### src/rtl/meas_pkg.sv
// ----------------------------------------------------------------------------
// meas_pkg
// Shared definitions for the measurement scheduler:
//   - meas_state_e          : sweep sequencer states
//   - VALID_BIT/TO_BIT/...  : result-buffer word field positions
//   - DEFAULT_SETTLE_CYCLES : default mux settle time in clock cycles
// ----------------------------------------------------------------------------
package meas_pkg;

    typedef enum logic [2:0] {
        IDLE,
        SEARCH,
        SETTLE,
        MEASURE,
        STORE,
        DONE
    } meas_state_e;

    // Result word layout: {valid, timeout, 4'b0, average}
    localparam int unsigned RES_W     = 16;
    localparam int unsigned VALID_BIT = 15;
    localparam int unsigned TO_BIT    = 14;
    localparam int unsigned AVG_LSB   = 0;

    localparam int unsigned DEFAULT_SETTLE_CYCLES = 16;

endpackage

### src/rtl/next_chan_find.sv
// ----------------------------------------------------------------------------
// next_chan_find
// Purely combinational priority finder: returns the lowest set bit of i_mask
// whose index is >= i_cur.
// Ports:
//   i_mask   in  NUM_CHAN  pending channel mask
//   i_cur    in  SEL_W     lowest index to consider
//   o_found  out 1         a qualifying bit exists
//   o_index  out SEL_W     index of that bit (0 when none)
// ----------------------------------------------------------------------------
module next_chan_find #(
    parameter int unsigned NUM_CHAN = 32,
    parameter int unsigned SEL_W    = 5
) (
    input  logic [NUM_CHAN-1:0] i_mask,
    input  logic [SEL_W-1:0]    i_cur,
    output logic                o_found,
    output logic [SEL_W-1:0]    o_index
);

    always_comb begin
        o_found = 1'b0;
        o_index = '0;
        // Ascending scan; the first hit locks out all higher indices.
        for (int unsigned i = 0; i < NUM_CHAN; i++) begin
            if (!o_found && i_mask[i] && (i >= 32'(i_cur))) begin
                o_found = 1'b1;
                o_index = SEL_W'(i);
            end
        end
    end

endmodule

### src/rtl/meas_scheduler.sv
// ----------------------------------------------------------------------------
// meas_scheduler
// Sequences the frequency-counter measurement core across up to NUM_CHAN
// channels. On start it latches the channel mask, then for each enabled
// channel: selects the mux input, waits SETTLE_CYCLES, enables the counter
// core until done_flag, and writes {valid, timeout, 4'b0, average} to the
// result buffer at address = channel. irq_out is raised when a sweep ends.
//
// Optional feature macro: MEAS_SCHED_TIMEOUT_EN
//   defined   : MEASURE gives up after timeout_cfg cycles (timeout bit set)
//   undefined : MEASURE waits for done_flag or abort; timeout_cfg unused
//
// Ports:
//   Clock, nReset      clock / async active-low reset
//   start              one-cycle pulse, begins a sweep when idle
//   abort              level, cancels a sweep in progress
//   chan_mask          channels to measure (bit n = channel n)
//   samples_cfg        samples per measurement (latched at start)
//   timeout_cfg        cycles allowed per measurement
//   select_input       counter-core input mux select
//   samples_required   latched samples_cfg to counter core
//   enable             counter-core run enable
//   done_flag, average counter-core result valid / averaged result
//   res_wr_en, res_addr, res_data   result buffer write port
//   busy               sweep in progress
//   irq_out, irq_ack   sweep-complete interrupt and its clear
// ----------------------------------------------------------------------------
module meas_scheduler
    import meas_pkg::*;
#(
    parameter int unsigned NUM_CHAN      = 32,
    parameter int unsigned SEL_W         = 5,
    parameter int unsigned AVG_W         = 10,
    parameter int unsigned SETTLE_CYCLES = DEFAULT_SETTLE_CYCLES,
    parameter int unsigned TO_W          = 24
) (
    input  logic                Clock,
    input  logic                nReset,
    input  logic                start,
    input  logic                abort,
    input  logic [NUM_CHAN-1:0] chan_mask,
    input  logic [15:0]         samples_cfg,
    input  logic [TO_W-1:0]     timeout_cfg,
    output logic [SEL_W-1:0]    select_input,
    output logic [15:0]         samples_required,
    output logic                enable,
    input  logic                done_flag,
    input  logic [AVG_W-1:0]    average,
    output logic                res_wr_en,
    output logic [SEL_W-1:0]    res_addr,
    output logic [RES_W-1:0]    res_data,
    output logic                busy,
    output logic                irq_out,
    input  logic                irq_ack
);

    localparam int unsigned SCNT_W = (SETTLE_CYCLES > 1) ? $clog2(SETTLE_CYCLES) : 1;
    localparam logic [SCNT_W-1:0] SETTLE_LAST = SCNT_W'(SETTLE_CYCLES - 1);

    meas_state_e         r_state;
    logic [NUM_CHAN-1:0] r_mask;
    logic [SEL_W-1:0]    r_cur;
    logic [SEL_W-1:0]    r_sel;
    logic [15:0]         r_samples;
    logic                r_enable;
    logic                r_wr_en;
    logic [SEL_W-1:0]    r_addr;
    logic [RES_W-1:0]    r_data;
    logic                r_busy;
    logic                r_irq;
    logic [SCNT_W-1:0]   r_settle_cnt;

    logic                w_found;
    logic [SEL_W-1:0]    w_index;
    logic                w_meas_to;
    logic [RES_W-1:0]    w_res_word;

    next_chan_find #(
        .NUM_CHAN (NUM_CHAN),
        .SEL_W    (SEL_W)
    ) u_find (
        .i_mask  (r_mask),
        .i_cur   (r_cur),
        .o_found (w_found),
        .o_index (w_index)
    );

`ifdef MEAS_SCHED_TIMEOUT_EN
    logic [TO_W-1:0] r_to_cnt;

    // Counts MEASURE cycles; held at zero in every other state so it is
    // already cleared on MEASURE entry.
    always_ff @(posedge Clock or negedge nReset) begin
        if (!nReset) begin
            r_to_cnt <= '0;
        end else if (r_state != MEASURE) begin
            r_to_cnt <= '0;
        end else begin
            r_to_cnt <= r_to_cnt + TO_W'(1);
        end
    end

    // Fires on the timeout_cfg-th MEASURE cycle; done_flag has priority.
    assign w_meas_to = (r_state == MEASURE) && !done_flag &&
                       ((r_to_cnt + TO_W'(1)) >= timeout_cfg);
`else
    logic w_unused_timeout_cfg;
    assign w_unused_timeout_cfg = ^timeout_cfg;
    assign w_meas_to = 1'b0;
`endif

    always_comb begin
        w_res_word            = '0;
        w_res_word[VALID_BIT] = 1'b1;
        w_res_word[TO_BIT]    = w_meas_to;
        if (!w_meas_to) begin
            w_res_word[AVG_LSB +: AVG_W] = average;
        end
    end

    // Outputs are registered; the write strobe and result word are loaded
    // on the MEASURE->STORE edge so they are valid during the STORE cycle.
    always_ff @(posedge Clock or negedge nReset) begin
        if (!nReset) begin
            r_state      <= IDLE;
            r_mask       <= '0;
            r_cur        <= '0;
            r_sel        <= '0;
            r_samples    <= '0;
            r_enable     <= 1'b0;
            r_wr_en      <= 1'b0;
            r_addr       <= '0;
            r_data       <= '0;
            r_busy       <= 1'b0;
            r_irq        <= 1'b0;
            r_settle_cnt <= '0;
        end else begin
            r_wr_en <= 1'b0;
            if (irq_ack) begin
                r_irq <= 1'b0;
            end

            if (abort && (r_state != IDLE)) begin
                // Abort outranks every transition, including the one that
                // would load a STORE write or raise the interrupt.
                r_state  <= IDLE;
                r_enable <= 1'b0;
                r_busy   <= 1'b0;
            end else begin
                case (r_state)
                    IDLE: begin
                        if (start) begin
                            r_mask    <= chan_mask;
                            r_samples <= samples_cfg;
                            r_cur     <= '0;
                            r_busy    <= 1'b1;
                            r_state   <= SEARCH;
                        end
                    end
                    SEARCH: begin
                        if (w_found) begin
                            r_sel        <= w_index;
                            r_cur        <= w_index;
                            r_settle_cnt <= '0;
                            r_state      <= SETTLE;
                        end else begin
                            r_state <= DONE;
                        end
                    end
                    SETTLE: begin
                        if (r_settle_cnt == SETTLE_LAST) begin
                            r_enable <= 1'b1;
                            r_state  <= MEASURE;
                        end else begin
                            r_settle_cnt <= r_settle_cnt + SCNT_W'(1);
                        end
                    end
                    MEASURE: begin
                        if (done_flag || w_meas_to) begin
                            r_enable <= 1'b0;
                            r_wr_en  <= 1'b1;
                            r_addr   <= r_cur;
                            r_data   <= w_res_word;
                            r_state  <= STORE;
                        end
                    end
                    STORE: begin
                        // cur wraps at NUM_CHAN-1; the mask is empty by then.
                        r_mask[r_cur] <= 1'b0;
                        r_cur         <= r_cur + SEL_W'(1);
                        r_state       <= SEARCH;
                    end
                    DONE: begin
                        // Placed after the ack clear so a coincident set wins.
                        r_irq   <= 1'b1;
                        r_busy  <= 1'b0;
                        r_state <= IDLE;
                    end
                    default: begin
                        r_state <= IDLE;
                    end
                endcase
            end
        end
    end

    assign select_input     = r_sel;
    assign samples_required = r_samples;
    assign enable           = r_enable;
    assign res_wr_en        = r_wr_en;
    assign res_addr         = r_addr;
    assign res_data         = r_data;
    assign busy             = r_busy;
    assign irq_out          = r_irq;

endmodule

### config.mk
export PLATFORM = sky130hd
export DESIGN_NAME = meas_scheduler
export DESIGN_NICKNAME = d
export VERILOG_FILES = /design/src/rtl/meas_pkg.sv /design/src/rtl/next_chan_find.sv /design/src/rtl/meas_scheduler.sv
export SDC_FILE = /design/constraint.sdc
export NUM_CORES = 1
export LEC_CHECK = 0
export ABC_AREA = 1
export CAP_MARGIN = 15
export CORE_MARGIN = 1
export CORE_UTILIZATION = 49
export DETAILED_ROUTE_END_ITERATION = 7
export GPL_TIMING_DRIVEN = 0
export PLACE_DENSITY = 0.82
export RECOVER_POWER = 50
export SYNTH_ARGS = -nofsm -noshare
export SYNTH_HDL_FRONTEND = slang
export SYNTH_SLANG_ARGS = --single-unit
### constraint.sdc
create_clock -name Clock -period 3.5 [get_ports Clock]
set_input_delay 0.875 -clock Clock [delete_from_list [all_inputs] [get_ports Clock]]
set_output_delay 0.875 -clock Clock [all_outputs]
set_load 0.005 [all_outputs]
# --- Word level (Yosys, flattened, before mapping) ---
# Index checks and enable logic that the tools add are counted.
# Widths: inputs -> output; s select.
word_totals:
  output_inout_bits: 46
  ram_bits: 0
  input_bits: 88
  wordCells: 265
  regBits: 85
  mem_bits_ro: 0
  memories: 0
  latchBits: 0
op_classes:
  n_shift: 0
  multipliers: 0
  eq_ne: 12
  muxes: 92
  magnitude_cmp: 33
  add_sub_neg: 2
  bitwise: 3
  reduce_logical: 111
  div_mod_pow: 0
ops:
  columns: ["op", "count"]
  rows:
  - ["$mux 5", 18]
  - ["$ge 5x5->1 const A", 15]
  - ["$logic_and 1x1->1", 64]
  - ["$pmux 32 s2", 1]
  - ["$mux 1", 45]
  - ["$ge 4x5->1 const A", 8]
  - ["$mux 4", 10]
  - ["$and 32x32->32", 1]
  - ["$mux 32", 1]
  - ["$not 32->32", 1]
  - ["$logic_not 1->1", 31]
  - ["$mux 3", 9]
  - ["$ge 3x5->1 const A", 4]
  - ["$reduce_and 3->1", 6]
  - ["$pmux 3 s5", 1]
  - ["$pmux 5 s3", 1]
  - ["$reduce_bool 3->1", 4]
  - ["$ge 1x5->1 const A", 2]
  - ["$ge 2x5->1 const A", 2]
  - ["$ne 3x3->1 const B", 3]
  - ["$pmux 4 s2", 1]
  - ["$reduce_and 4->1", 2]
  - ["$eq 3x2->1 const B", 2]
  - ["$eq 3x3->1 const B", 2]
  - ["other kinds (15)", 19]

# --- Depth between registers and ports, before layout ---
depth:
  depth_word: 129
  mapped_depth: 27
  ltp_nobuf: 27

# --- Cells and area by module ---
# Synthesis repeated with hierarchy kept, for this count alone.
hier_totals:
  cells_unflattened: 700
  area_unflattened_um2: 5038.6
by_module_without_submodules:
  columns: ["module", "seq_area_each_um2", "cells_per_inst", "area_per_inst_um2", "n_inst"]
  rows:
  - ["meas_scheduler", 2127.0, 512, 4055.1, 1]
  - ["next_chan_find", 0.0, 188, 983.4, 1]

# --- Worst setup path after synthesis ---
# Ideal clock, no wire load.
synth_path:
  path_type: "register -> register"
  start: "register r_cur[1]"
  end: "register r_cur[0]"
  arrival_time_ns: 3.121
  n_path_buf: 0
  slack_ns: 0.262
  stages_incl_launch_ff: 25
  required_time_ns: 3.383
  synth_period_minus_slack_ns: 3.238
  setup_ns: 0.117
  cell_sequence: "dfrtp_1 > inv_1 > ha_1 > inv_1 > nand2_1 > o21ai_1 > nand4_1 > nor2_2 > nand4_2 > nor2_2 > nand4_2 > nor2_2 > nand4_2 > nor2_2 > nand4_1 > nor2_2 > nand4_2 > nor2_2 > nand4_2 > nor2_2 > nand3_1 > nand3_2 > nand2_1 > nand2_1 > nand2_1"
synth_via:
  elab_chain_cells: 128
  elab_cells_between_ends: 191
  classes_between: "31 x order compare; 1 x eq/ne; 65 x mux; 94 x reduce/logical"
synth_lines:
  columns: ["item", "line", "rtl"]
  rows:
  - ["start: declaration", "meas_scheduler.sv:62", "logic [SEL_W-1:0] r_cur;"]
  - ["start signal: assignment", "meas_scheduler.sv:163", "r_cur <= w_index;"]
  - ["start signal: assignment", "meas_scheduler.sv:190", "r_cur <= r_cur + SEL_W'(1);"]
  - ["$ge 1x5->1", "next_chan_find.sv:26", "if (!o_found && i_mask[i] && (i >= 32'(i_cur))) begin"]
  - ["$logic_and 1x1->1", "next_chan_find.sv:26", null]
  - ["$mux 1", "next_chan_find.sv:26", null]
  - ["$logic_not 1->1", "next_chan_find.sv:26", null]
  - ["$logic_and 1x1->1 (2 in series)", "next_chan_find.sv:26", null]
  - ["$mux 1", "next_chan_find.sv:26", null]
  - ["$logic_not 1->1", "next_chan_find.sv:26", null]
  - ["$logic_and 1x1->1 (2 in series)", "next_chan_find.sv:26", null]
  - ["(+109 left out)", null, null]
  - ["$logic_not 1->1", "next_chan_find.sv:26", null]
  - ["$logic_and 1x1->1 (2 in series)", "next_chan_find.sv:26", null]
  - ["$mux 1", "next_chan_find.sv:26", null]
  - ["$logic_not 1->1", "next_chan_find.sv:26", null]
  - ["$logic_and 1x1->1", "next_chan_find.sv:26", null]
  - ["$mux 5 or $mux 1 (tied branches)", "next_chan_find.sv:26", null]
  - ["$mux 5 or $ne 2x1->1 (tied branches)", null, null]
  - ["$pmux 5 s3 or $reduce_and 4->1 (tied branches)", null, null]
# Parallel ways exist; a longest one is shown, timed or not. The select of a mux whose other input is x is not followed.
# A chain may end at the register's enable or synchronous reset.

# --- Worst setup path after layout ---
layout_path:
  start: "register r_cur[0]"
  end: "register r_mask[0]"
layout_via:
  elab_chain_cells: 7
  elab_cells_between_ends: 8
  classes_between: "2 x order compare; 3 x mux; 2 x bitwise; 1 x reduce/logical"
layout_lines:
  columns: ["item", "line", "rtl"]
  rows:
  - ["$lt 5x6->1 (not written as such) or $ge 5x1->1 (tied branches)", "meas_scheduler.sv:189", "r_mask[r_cur] <= 1'b0;"]
  - ["$logic_and 1x1->1 (not written as such)", "meas_scheduler.sv:189", null]
  - ["$mux 1 (not written as such)", "meas_scheduler.sv:189", null]
  - ["$demux 1 s5 *", "meas_scheduler.sv:189", null]
  - ["$not 32->32 (no source line) *", null, null]
  - ["$and 32x32->32 (no source line) *", null, null]
  - ["$pmux 32 s2 *", "meas_scheduler.sv:150", "case (r_state)"]
  - ["end signal: assignment", "meas_scheduler.sv:153", "r_mask <= chan_mask;"]
  - ["end: declaration", "meas_scheduler.sv:61", "logic [NUM_CHAN-1:0] r_mask;"]
# Mark *: on every way between the ends. The rest lies on a longest branch, timed or not.

==> results.md <==
* # hold bufs at CTS at 0
* Inserted Clock Buffers at 9
* Synth cell count leaders: 170 x nand2_1, 85 x dfrtp_1, 74 x nor2_1
* Placed cell area at 6110 sq um
* Skew-Pair Late Insertion Delay at 0.36 ns
* Clock root cell: clkbuf_8
* Clock share of power at 0.136
* Count leader, synth: nand2_1
* Gate Count Post-Synth at 643
* First-pass GRT wire length at 24,900 microns
* First-pass DRT Iterations at 7
* F_max at between 200 and 300 MHz
* Post-synth EDFFs at 0
* CTS HTree Levels at 3
* Synth area leader: dfrtp_1
* Final Cell Area at between 6000 and 7000 sq um
* Overall power at 5840 uW
* Setup violations, final at 12
* Sw power at 2470 uW
* Initial antenna violation count at 0
* Placer Congestion at just over 0.9
* Max IR drop VDD at ~0.46 mV
* Clk buf depth at 2
* Initial detailed-routing violation count at 420
* Dominant cells by area after synthesis: dfrtp_1 44%, nand2_1 13%, nor2_1 5.7%
* Largest net degree at the start of global routing at between 60 and 70
* Cell Rows at 36
* Post-synth design cell area at ~5000 sq um
* Max stage delay cell, worst path: dfrtp_2
* Hold_ws at ~0.48 ns
* CTS tree: built
* Number of global-route vias before repair at slightly above 5,000
* Flops & latches, synth at 85
* Fin. max-slew vios at 64
* FILL cells at between 700 and 800
* CP Class: flop to flop
* Kind of cell adding the most delay to the critical path: buffers and inverters
* Status: complete, but fails checks
* Failing checks: capacitance limit, slew limit, setup timing
* DP HPWL at ~11,000 microns
* Clk sink count at between 80 and 90
* Clk slew on worst S/H paths at 0.10 ns
* Remaining global-route overflow at 0
* Total Wirelength at between 15,000 and 20,000 microns
* Layout cells sized above 1 at 0.190
* Core Area at 9680 sq um
* Crit-path max FO at 4
* Synth top area share at 0.437
* Leakage at ~0.0033 uW
* CP Capture Type: flop
* Layout Area Growth over Synthesis at 43.0%
* Final cycle utilization of the critical path at 1.04
* Max Cap Viol at 1
* Ys async rst share at 1.00
* Final setup margin at -0.127 ns
* Sequential share of the synthesized area at 0.437
* Per-cell routed wire length at between 15 and 20 microns
* Port bufs at 104
* Flop pwr share at 0.295
* Slew margin rel. at -0.0299
* Predominant post-synthesis flop cell: dfrtp_1
* Clk_skew at 0.0102 ns
* Slowest cell delay on critical path at ~0.45 ns
* Clock period minus worst slack at about 3.6 ns
* Hold Violations, Final at 0
* Comb power frac at 0.569
* All-Layer GR Usage at 0.316
* Ys Warns at 0
* RSZ-0062 raised after global routing: yes
* # diodes at 0
* Distinct cell type count after synthesis at 43
* Syn_area_per_cell at about 7.6 sq um
* Vias at 5,303
* Initial Util at 0.502
* Layout Nets at slightly above 900
* Worst setup SP type: flop
* Die Height at 102 microns
* Drt via density at 5.54
* Die W at roughly 100 microns
* Switching Fraction at 0.423
* Int Pwr at 3370 uW
* DRC at 0
* Pwr Density at approximately 840 nW/um^2
* CP dominant cell by count: buf_4
* Full die area at approximately 10,000 sq um
* HP Class: flop to flop
* Worst Tran Pin Value at approximately 1.5 ns
* IO Pins at around 130
* Critical Path AT at about 4 ns
* DRT antenna net count at 0
* Buffers & Inverters on Critical Path at 20
* Worst EP required at about 3.8 ns
==> repair_timing <==
item                       4_1_cts  5_1_grt
setup buffers                   39       17
gates resized for setup         26       42
gates cloned                     1        0
pin swaps                       15       34
setup endpoints to repair       17       18
==> cell families after synthesis <==
logic type / synth area share
compound gates: 0.112
flops: 0.437
buf+inv: 0.0849
simple gates: 0.311
other cells: 0.000771
fa+ha+maj: 0.0129
xor+xnor: 0.00360
mux: 0.0370
==> placed cells by master (no fill, tap or decap), types with 4 or more instances in the layout <==
master	Yosys	routed
a211oi_1	6	5
a21oi_1	19	19
buf_4	7	60
buf_6	1	5
clkbuf_1	13	16
clkbuf_8	0	9
clkdlybuf4s50_1	0	100
conb_1	1	5
dfrtp_1	85	82
inv_1	73	69
mux2_2	16	16
nand2_1	170	160
nand2_2	1	8
nand3_1	52	50
nand4_1	18	18
nand4_2	5	4
nor2_1	74	66
nor2_2	8	11
nor2_4	2	7
nor3_1	10	10
o211ai_1	10	10
o21ai_0	35	29
o21ai_1	1	4
o311ai_0	4	4
==> state kept, by name, indices dropped and copies added (netlist names) <==
| name | cells |
|---|---|
| samples_required | 16 |
| r_mask | 32 |
| select_input | 5 |
| r_cur | 5 |
| res_wr_en | 1 |
| enable | 1 |
| res_addr | 5 |
| r_settle_cnt | 4 |
| busy | 1 |
| r_state | 3 |
| irq_out | 1 |
| res_data | 11 |
==> power groups by stage <==
stage | logic (uW) | clock network, uW | registers [uW]
3_5_place_dp | 2410 | 0 | 1710
5_1_grt | 3590 | 839 | 1760
3_3_place_gp | 2330 | 0 | 1690
4_1_cts | 2950 | 797 | 1700
2_1_floorplan | 1410 | 0 | 1640
6_report | 3320 | 794 | 1720
==> per-stage QoR <==
stage	setup TNS, ns	worst slack, ns	utilization	cells
after floorplan	0	0.262	-	647
after global placement	-126.31	-1.42	0.629	884
after detailed placement	-8.60	-0.598	0.631	885
after CTS	-0.000370	-0.000370	0.693	941
after global routing	-5.09	-0.337	0.718	958
final	-0.605	-0.127	0.718	958
==> per-layer routing <==
metal  routed length (microns)  track usage  up-vias
met5                         0            0        -
met4                       611        0.134        0
met3                      1580       0.0801       65
met2                      7460        0.521      296
met1                      6210        0.394     2468
li1                          -            -     2474
==> worst paths after layout <==
path                                   start              endpoint  slack, ns  cells after the start
worst min-delay path            res_data[15]          res_data[15]       0.48                      1
max in group asynchronous             nReset              r_cur[2]       0.56                      2
worst min register to register  res_data[15]          res_data[15]       0.48                      1
min in group asynchronous             nReset  samples_required[11]       0.72                      1
worst max-delay path                r_cur[0]             r_mask[0]      -0.13                     26
worst max register to register      r_cur[0]             r_mask[0]      -0.13                     26
==> layout make-up <==
type | count | area (sq um) | area share
buffer | 25 | 130 | 0.0187
clock buffer | 10 | 128 | 0.0183
clock inverter | 6 | 95.1 | 0.0137
inverter | 75 | 294 | 0.0423
multi-input combinational | 462 | 2530 | 0.364
sequential | 85 | 2130 | 0.306
tap | 133 | 166 | 0.0239
timing repair buffer | 162 | 1480 | 0.213
(Power assumes the default switching activity.)
